[src/rtl/lut4_cfg_loader.sv]
// Serial-to-parallel configuration loader for a LUT4 tile: shifts in a 16-bit
// truth table MSB-first, writes it entry by entry, then optionally reads it back.
module lut4_cfg_loader #(
  parameter int HOLD_CYCLES = 1,
  parameter int VERIFY      = 1
) (
  input  logic       clk,
  input  logic       rst,
  input  logic       bit_valid,
  input  logic       bit_data,
  output logic       bit_ready,
  output logic [3:0] cfg_addr,
  output logic       cfg_data,
  output logic       cfg_en,
  output logic [3:0] lut_sel,
  input  logic       lut_out,
  output logic       busy,
  output logic       done,
  output logic       err,
  output logic [3:0] err_addr
);

  localparam int            HW        = (HOLD_CYCLES > 1) ? $clog2(HOLD_CYCLES) : 1;
  localparam logic [HW-1:0] HOLD_LAST = HW'(HOLD_CYCLES - 1);

  typedef enum logic [1:0] {ST_LOAD, ST_WRITE, ST_VERIFY, ST_DONE} state_t;

  state_t        state_q, state_d;
  logic [15:0]   table_q, table_d;
  logic [3:0]    cnt_q, cnt_d;
  logic [3:0]    addr_q, addr_d;
  logic [HW-1:0] hold_q, hold_d;
  logic          check_q, check_d;
  logic          bit_ready_q, bit_ready_d;
  logic [3:0]    cfg_addr_q, cfg_addr_d;
  logic          cfg_data_q, cfg_data_d;
  logic          cfg_en_q, cfg_en_d;
  logic [3:0]    lut_sel_q, lut_sel_d;
  logic          busy_q, busy_d;
  logic          done_q, done_d;
  logic          err_q, err_d;
  logic [3:0]    err_addr_q, err_addr_d;

  always_comb begin
    state_d    = state_q;
    table_d    = table_q;
    cnt_d      = cnt_q;
    addr_d     = addr_q;
    hold_d     = hold_q;
    check_d    = check_q;
    err_d      = err_q;
    err_addr_d = err_addr_q;

    case (state_q)
      ST_LOAD: begin
        if (bit_valid && bit_ready_q) begin
          table_d = {table_q[14:0], bit_data};
          cnt_d   = cnt_q + 4'd1;
          if (cnt_q == 4'd0) begin
            err_d      = 1'b0;
            err_addr_d = 4'd0;
          end
          if (cnt_q == 4'd15) begin
            state_d = ST_WRITE;
            addr_d  = 4'd0;
            hold_d  = '0;
          end
        end
      end
      ST_WRITE: begin
        if (hold_q == HOLD_LAST) begin
          hold_d = '0;
          if (addr_q == 4'd15) begin
            addr_d  = 4'd0;
            check_d = 1'b0;
            state_d = (VERIFY != 0) ? ST_VERIFY : ST_DONE;
          end else begin
            addr_d = addr_q + 4'd1;
          end
        end else begin
          hold_d = hold_q + HW'(1);
        end
      end
      ST_VERIFY: begin
        if (!check_q) begin
          check_d = 1'b1;
        end else begin
          check_d = 1'b0;
          // Only the first mismatch of a frame is recorded.
          if ((lut_out != table_q[addr_q]) && !err_q) begin
            err_d      = 1'b1;
            err_addr_d = addr_q;
          end
          if (addr_q == 4'd15) begin
            addr_d  = 4'd0;
            state_d = ST_DONE;
          end else begin
            addr_d = addr_q + 4'd1;
          end
        end
      end
      ST_DONE: begin
        state_d = ST_LOAD;
        cnt_d   = 4'd0;
      end
      default: state_d = ST_LOAD;
    endcase

    // Outputs are decoded from the upcoming state so they are registered.
    bit_ready_d = (state_d == ST_LOAD);
    busy_d      = (state_d == ST_WRITE) || (state_d == ST_VERIFY);
    done_d      = (state_d == ST_DONE);
    cfg_en_d    = (state_d == ST_WRITE);
    cfg_addr_d  = cfg_en_d ? addr_d : cfg_addr_q;
    cfg_data_d  = cfg_en_d ? table_d[addr_d] : cfg_data_q;
    lut_sel_d   = (state_d == ST_VERIFY) ? addr_d : lut_sel_q;
  end

  always_ff @(posedge clk) begin
    if (rst) begin
      state_q     <= ST_LOAD;
      table_q     <= '0;
      cnt_q       <= '0;
      addr_q      <= '0;
      hold_q      <= '0;
      check_q     <= 1'b0;
      bit_ready_q <= 1'b1;
      cfg_addr_q  <= '0;
      cfg_data_q  <= 1'b0;
      cfg_en_q    <= 1'b0;
      lut_sel_q   <= '0;
      busy_q      <= 1'b0;
      done_q      <= 1'b0;
      err_q       <= 1'b0;
      err_addr_q  <= '0;
    end else begin
      state_q     <= state_d;
      table_q     <= table_d;
      cnt_q       <= cnt_d;
      addr_q      <= addr_d;
      hold_q      <= hold_d;
      check_q     <= check_d;
      bit_ready_q <= bit_ready_d;
      cfg_addr_q  <= cfg_addr_d;
      cfg_data_q  <= cfg_data_d;
      cfg_en_q    <= cfg_en_d;
      lut_sel_q   <= lut_sel_d;
      busy_q      <= busy_d;
      done_q      <= done_d;
      err_q       <= err_d;
      err_addr_q  <= err_addr_d;
    end
  end

  assign bit_ready = bit_ready_q;
  assign cfg_addr  = cfg_addr_q;
  assign cfg_data  = cfg_data_q;
  assign cfg_en    = cfg_en_q;
  assign lut_sel   = lut_sel_q;
  assign busy      = busy_q;
  assign done      = done_q;
  assign err       = err_q;
  assign err_addr  = err_addr_q;

endmodule
[config.mk]
export PLATFORM = sky130hd
export DESIGN_NAME = lut4_cfg_loader
export DESIGN_NICKNAME = d
export VERILOG_FILES = /design/src/rtl/lut4_cfg_loader.sv
export SDC_FILE = /design/constraint.sdc
export NUM_CORES = 1
export LEC_CHECK = 0
export ABC_AREA = 1
export BUFFER_PORTS_ARGS = -buffer_cell sky130_fd_sc_hd__buf_2
export CELL_PAD_IN_SITES_DETAIL_PLACEMENT = 2
export CELL_PAD_IN_SITES_GLOBAL_PLACEMENT = 2
export CORE_MARGIN = 2
export CORE_UTILIZATION = 34
export CTS_BUF_LIST = sky130_fd_sc_hd__clkbuf_2
export DETAILED_ROUTE_END_ITERATION = 8
export GPL_ROUTABILITY_DRIVEN = 0
export PLACE_DENSITY = 0.84
export SLEW_MARGIN = 40
export SYNTH_ARGS = -nofsm -noshare
export SYNTH_HDL_FRONTEND = slang
export SYNTH_SLANG_ARGS = --single-unit
export TNS_END_PERCENT = 50
[constraint.sdc]
create_clock -name clk -period 2.6 [get_ports clk]
set_input_delay 0.52 -clock clk [delete_from_list [all_inputs] [get_ports clk]]
set_output_delay 0.52 -clock clk [all_outputs]
set_load 0.01 [all_outputs]
==> reports/qor.yml, run 1 <==
outcome:
  status: "finished clean"
layout:
  register_area_um2: 901
  finish.utilization_pct: 38.6
  nFillCells: 839
  drive_gt1_share_pct: 18.9
  mostFrequentLayoutCell: "nand2_1"
  final_cell_mix: "nand2_1 (65), dfxtp_1 (45), nor2_1 (41)"
  area_growth_pct: 11.4
  nets: 361
  multi_input_area_um2: 1170
  diodes: 0
logic_synthesis:
  synth_edf_count: 0
  syn_nets: 338
  synth_flop_cell: "dfxtp_1"
  synth_cell_type_count: 34
  yosysSeqAreaShare_pct: 38.9
  ys.warnings.count: 0
  netlist_instances: 326
  syn_area_um2: 2310
  ys_async_sr_fraction_pct: 0
  synth_seq_cells: 45
  syn_avg_cell_area_um2: 7.10
worst_setup_path:
  critPathKind: "reg -> reg"
  r2r_slack_ps: 360
  r2r_end: "cfg_data"
  ff2ff_path_depth: 13
  cp_data_arrival_time_ps: 2610
  critPathRequiredTime_ps: 2970
  reg2reg_from: "addr_q[1]"
  endpoint_kind: "flip-flop"
  timing.critical_path.from_type: "flip-flop"
  critPathMaxFanout: 10
place:
  io_buffers: 22
  dp_hpwl_mm: 5.28
clock_tree:
  cts_resized: 0
  cts.htree.levels: 2
  cts_setup_buffers: 0
  hold_buffers: 0
  clk_path_buf_depth: 2
  cts_tree: "built"
  numClockSinks: 45
  root_buffer: "clkbuf_2"
  clk-insertion-delay-late_ps: 440
  path_clk_slew_ps: 260
  cts_made_buffers: 5
floorplan:
  coreArea_um2: 6680
  die_area_um2: 7480
  placementRows: 30
  initial_utilization_pct: 34.6
  die-width_um: 86.5
  num_io_pins: 23
  die_h_um: 86.5
timing:
  setup_viol: 0
  fin_crit_sh_pct: 86.2
  period_minus_slack_ps: 2240
  finalMaxSlewViolations: 0
  clock_skew_ps: 22.4
  worst_pin_slew_ps: 459
  fin_setup_tns_ps: 0
  hold_viol_final: 0
  rsz0062_at_grt: "false"
  timing.fmax_ghz: 0.446
  slew_headroom_pct: 69.1
power_and_ir_drop:
  sw_frac_of_total_pct: 27.3
  p_per_area_nw_per_um2: 485
  p_clk_share_pct: 33.6
  p_leak_nw: 1.15
  combPwrFrac_pct: 8.7
  power.share.sequential_pct: 57.7
  p_int_uw: 909
  p_sw_uw: 342
  ir_drop_uv: 201
route:
  first_pass_iters: 4
  wire_per_inst_um: 15.9
  ant_nets: 0
  drt_wl_total_mm: 6.85
  drt_iter0_drc: 67
  routed_via_density: 4.99
  via_count: 2146
  drcViolationCount: 0
global_routing:
  antenna_found_initial: 0
  grt_pass1_wl_mm: 11.4
  grt_pass1_vias: 2254
  track_usage_pct: 19.5
  gr-total-overflow: 0
  grt_max_degree: 21
min_path:
  hp-class: "in -> reg"
  hp-start: "rst"
  whs_path_depth: 2
  hold_end: "table_q[15]"
job:
  cap_viol_max_count: 0
## worst max-delay path, cell delays in order (launching register included)
cell,delay [ps]
dfxtp_1,400
ha_1,170
nand2_1,60
inv_1,80
nand2_1,140
o21ai_0,180
nand2_1,70
nor2_1,200
ha_1,400
inv_1,100
nor2_1,150
nand3_1,100
nand2_1,80
a21oi_2,50
## Yosys cell counts, types with 5 or more instances
cell      number  share of area [%]
nor2_1        41                6.7
inv_2          7                1.1
o21ai_0       18                3.9
inv_1         37                6.0
o211ai_1      12                3.9
ha_1           7                3.8
nand3_1       33                7.1
a21oi_1       12                2.6
o21ai_1        7                1.5
buf_2          5                1.1
dfxtp_1       45                 39
clkbuf_1       5               0.81
nand2_1       65                 11
nand2_2        6                1.6
## kinds of logic after synthesis
| kind of cell | after synthesis | share of synthesized area [%] |
|---|---|---|
| and+or+nand+nor | 160 | 32.1 |
| buffers and inverters | 58 | 10.4 |
| AOI/OAI and AO/OA | 56 | 14.8 |
| DFF | 45 | 38.9 |
| adders and majority gates | 7 | 3.79 |
## through the flow
step | area [µm²] | hold WS (ps) | std cells | worst slack, ps | total power, mW
after global placement | 2510 | 447 | 422 | 509 | 0.841
after detailed placement | 2510 | 455 | 422 | 379 | 0.845
final | 2580 | 440 | 430 | 359 | 1.25
after global routing | 2580 | 421 | 430 | 37.8 | 1.32
after floorplan | 2310 | 469 | 326 | 689 | 0.811
after CTS | 2580 | 426 | 430 | 328 | 1.27
## power groups by stage
stage | Combinational, mW | Clock [mW] | Sequential (mW)
after floorplan | 0.0797 | 0 | 0.731
after global placement | 0.107 | 0 | 0.734
after detailed placement | 0.110 | 0 | 0.735
after CTS | 0.111 | 0.437 | 0.722
after global routing | 0.127 | 0.462 | 0.726
final | 0.109 | 0.420 | 0.722
## registers in the layout (all words and copies together) (netlist names)
signal / cells
addr_q: 4
bit_ready: 1
busy: 1
cfg_addr: 4
cfg_data: 1
cfg_en: 1
check_q: 1
cnt_q: 4
done: 1
err: 1
err_addr: 4
lut_sel: 4
state_q: 2
table_q: 16
## routing by layer
layer,global-route usage [%],part of all wire (%),vias up,routed length [µm]
li1,-,-,1088,-
met1,25.7,48,1020,3290
met2,33.3,47,29,3240
met3,3.24,3.3,9,229
met4,4.69,1.2,0,80
met5,0,0,-,0
## worst max path at each step
stage               from     endpoint  cells past startpoint
3_5_place_dp   addr_q[1]     cfg_data                     13
6_report       addr_q[1]     cfg_data                     13
5_1_grt        addr_q[1]     cfg_data                     13
4_1_cts        addr_q[1]     cfg_data                     13
3_3_place_gp   bit_valid     cfg_data                     11
2_1_floorplan  addr_q[0]  cfg_addr[2]                     12
## layout make-up
| cell class | instances | area share, % |
|---|---|---|
| Clock buffer | 5 | 0.971 |
| Clock inverter | 3 | 1.80 |
| Timing Repair Buffer | 28 | 6.02 |
| Sequential cell | 45 | 35.0 |
| Multi-Input combinational cell | 223 | 45.5 |
| Tap cell | 80 | 3.88 |
| Inverter | 46 | 6.89 |
Power figures use the tool's default switching activity.
==> inputs of run 2 (changes only) <==
--- a/config.mk
+++ b/config.mk
@@ -15,6 +15,7 @@
 export DETAILED_ROUTE_END_ITERATION = 8
 export GPL_ROUTABILITY_DRIVEN = 0
 export PLACE_DENSITY = 0.84
+export RECOVER_POWER = 50
 export SLEW_MARGIN = 40
 export SYNTH_ARGS = -nofsm -noshare
 export SYNTH_HDL_FRONTEND = slang
==> reports/qor.yml, run 2 (synthesis gave the netlist of run 1 again) <==
outcome:
  status: "finished clean"
worst_setup_path:
  cp_cell_sequence: "nor2_1 -> nand3_1 -> clkbuf_1 -> o21ai_1 -> nand2_1 -> nand3_1 -> nand3_1 -> nand2_1 -> nand2_1 -> nand2_1 -> a21oi_2"
  critPathMaxFanout: 14  # +4
  slowest_delay_ps: 430  # +30 ps
  endpoint_kind: "flip-flop"
  reg2reg_from: "state_q[1]"
  critPathRequiredTime_ps: 2960  # about the same
  critPathLaunch: "state_q[1]"
  cp_data_arrival_time_ps: 2640  # +30 ps
  critPathKind: "reg -> reg"
  crit_top_cell: "nand2_1"
  slowest_stage: "dfxtp_1"
  timing.critical_path.from_type: "flip-flop"
route:
  first_pass_iters: 4  # unchanged
  wl_met1_mm: 3.36  # +1.9%
  ant_nets: 0  # unchanged
  top_layer_used: "met4"
  drt_iter0_drc: 59  # -12%
  dr_wl_met3_um: 151  # -34%
  routed_via_density: 4.97  # -0.42%
  drcViolationCount: 0  # unchanged
  wire_per_inst_um: 15.9  # -0.37%
  wl_met2_mm: 3.24  # -0.19%
  drt_wl_total_mm: 6.82  # -0.37%
  via_count: 2137  # -0.42%
power_and_ir_drop:
  combPwrFrac_pct: 8.6  # about the same
  p_sw_uw: 342  # +0.18%
  sw_frac_of_total_pct: 27.4  # +0.060 points
  p_clk_share_pct: 33.7  # about the same
  ir_drop_uv: 201  # +0.30%
  p_int_uw: 908  # -0.12%
  finalPower_mw: 1.25  # about the same
  p_leak_nw: 1.06  # -7.4%
  p_per_area_nw_per_um2: 492  # +1.3%
  power.share.sequential_pct: 57.7  # about the same
place:
  dp_hpwl_mm: 5.28  # unchanged
  io_buffers: 22  # unchanged
timing:
  fin_setup_tns_ps: 0  # unchanged
  clock_skew_ps: 16.5  # -5.86 ps
  slew_headroom_pct: 65.0  # -4.1 points
  finalMaxSlewViolations: 0  # unchanged
  timing.fmax_ghz: 0.439  # -1.7%
  setup_viol: 0  # unchanged
  period_minus_slack_ps: 2280  # +37.8 ps
  fin_crit_sh_pct: 87.7  # +1.5 points
  whs_ps: 448  # +8.95 ps
  worst_pin_slew_ps: 523  # +64.5 ps
  rsz0062_at_grt: "false"
  hold_viol_final: 0  # unchanged
layout:
  finish.utilization_pct: 38.1  # -0.51 points
  nets: 361  # unchanged
  final_cell_mix: "nand2_1 (65), dfxtp_1 (45), nor2_1 (42)"
  area_growth_pct: 9.95
  mostFrequentLayoutCell: "nand2_1"
  diodes: 0  # unchanged
  drive_gt1_share_pct: 12.9  # -6.0 points
  largest_reg_flops: 16  # unchanged
  regMostFlops: "table_q"
floorplan:
  die-width_um: 86.5  # unchanged
  num_io_pins: 23  # unchanged
  initial_utilization_pct: 34.6  # unchanged
  die_h_um: 86.5  # unchanged
  coreArea_um2: 6680  # unchanged
  placementRows: 30  # unchanged
  die_area_um2: 7480  # unchanged
global_routing:
  grt_pass1_vias: 2254  # unchanged
  gr-total-overflow: 0  # unchanged
  antenna_found_initial: 0  # unchanged
  track_usage_pct: 19.5  # unchanged
  grt_max_degree: 21  # unchanged
  grt_pass1_wl_mm: 11.4  # unchanged
clock_tree:
  cts_setup_buffers: 0  # unchanged
  clk-insertion-delay-late_ps: 430  # about the same
  cts_tree: "built"
  clk_path_buf_depth: 2  # unchanged
  numClockSinks: 45  # unchanged
  cts.htree.levels: 2  # unchanged
  cts_resized: 0  # unchanged
  hold_buffers: 0  # unchanged
  path_clk_slew_ps: 250  # about the same
  root_buffer: "clkbuf_2"
  cts_made_buffers: 5  # unchanged
job:
  cap_viol_max_count: 0  # unchanged
min_path:
  hp-class: "in -> reg"
  hp-start: "rst"
run 2: cell count changes in the layout (fill, tap and decap cells not counted), moves of 3 or more:
cell      before  now
clkbuf_1       0   19
buf_2         22    4
o21ai_0       18   21
o21ai_1        7    4
run 2: power by group through the flow:
stage               logic (mW)  registers, mW  clock network (mW)
global placement         0.107          0.734                   0
detailed placement       0.110          0.735                   0
global route             0.126          0.726               0.462
finish                   0.107          0.722               0.422
CTS                      0.111          0.722               0.437
floorplan               0.0797          0.731                   0
run 2: final timing paths:
check	endpoint	slack (ps)	cells after the start
worst max-delay path	cfg_data	320	11
worst min-delay path	table_q[14]	450	2
worst max register to register	cfg_data	320	11
worst min register to register	err_addr[1]	480	2
run 2: critical path: cells and delay by family, from the launching register on:
kind | cells | cell delay [ps]
and+or+nand+nor | 8 | 1160
buffers and inverters | 1 | 350
DFF | 1 | 430
AOI/OAI and AO/OA | 2 | 280
run 2: layer usage:
metal,GRT usage [%],vias to the layer above
met5,0,-
li1,-,1085
met2,33.3,23
met1,25.7,1020
met4,4.69,0
met3,3.24,9
run 2: metrics by stage:
| stage | cells | cell area [µm²] | setup slack, ps |
|---|---|---|---|
| 6_report | 430 | 2540 | 321 |
| 5_1_grt | 430 | 2540 | 37.8 |
| 4_1_cts | 430 | 2580 | 328 |
| 3_5_place_dp | 422 | 2510 | 379 |
| 3_3_place_gp | 422 | 2510 | 509 |
| 2_1_floorplan | 326 | 2310 | 689 |
run 2: cell type report:
type,instances,area (µm²)
fill,834,4140
multi-input combinational,223,1160
sequential,45,901
inverter,46,178
timing repair buffer,28,129
tap,80,100
clock inverter,3,46.3
clock buffer,5,25.0
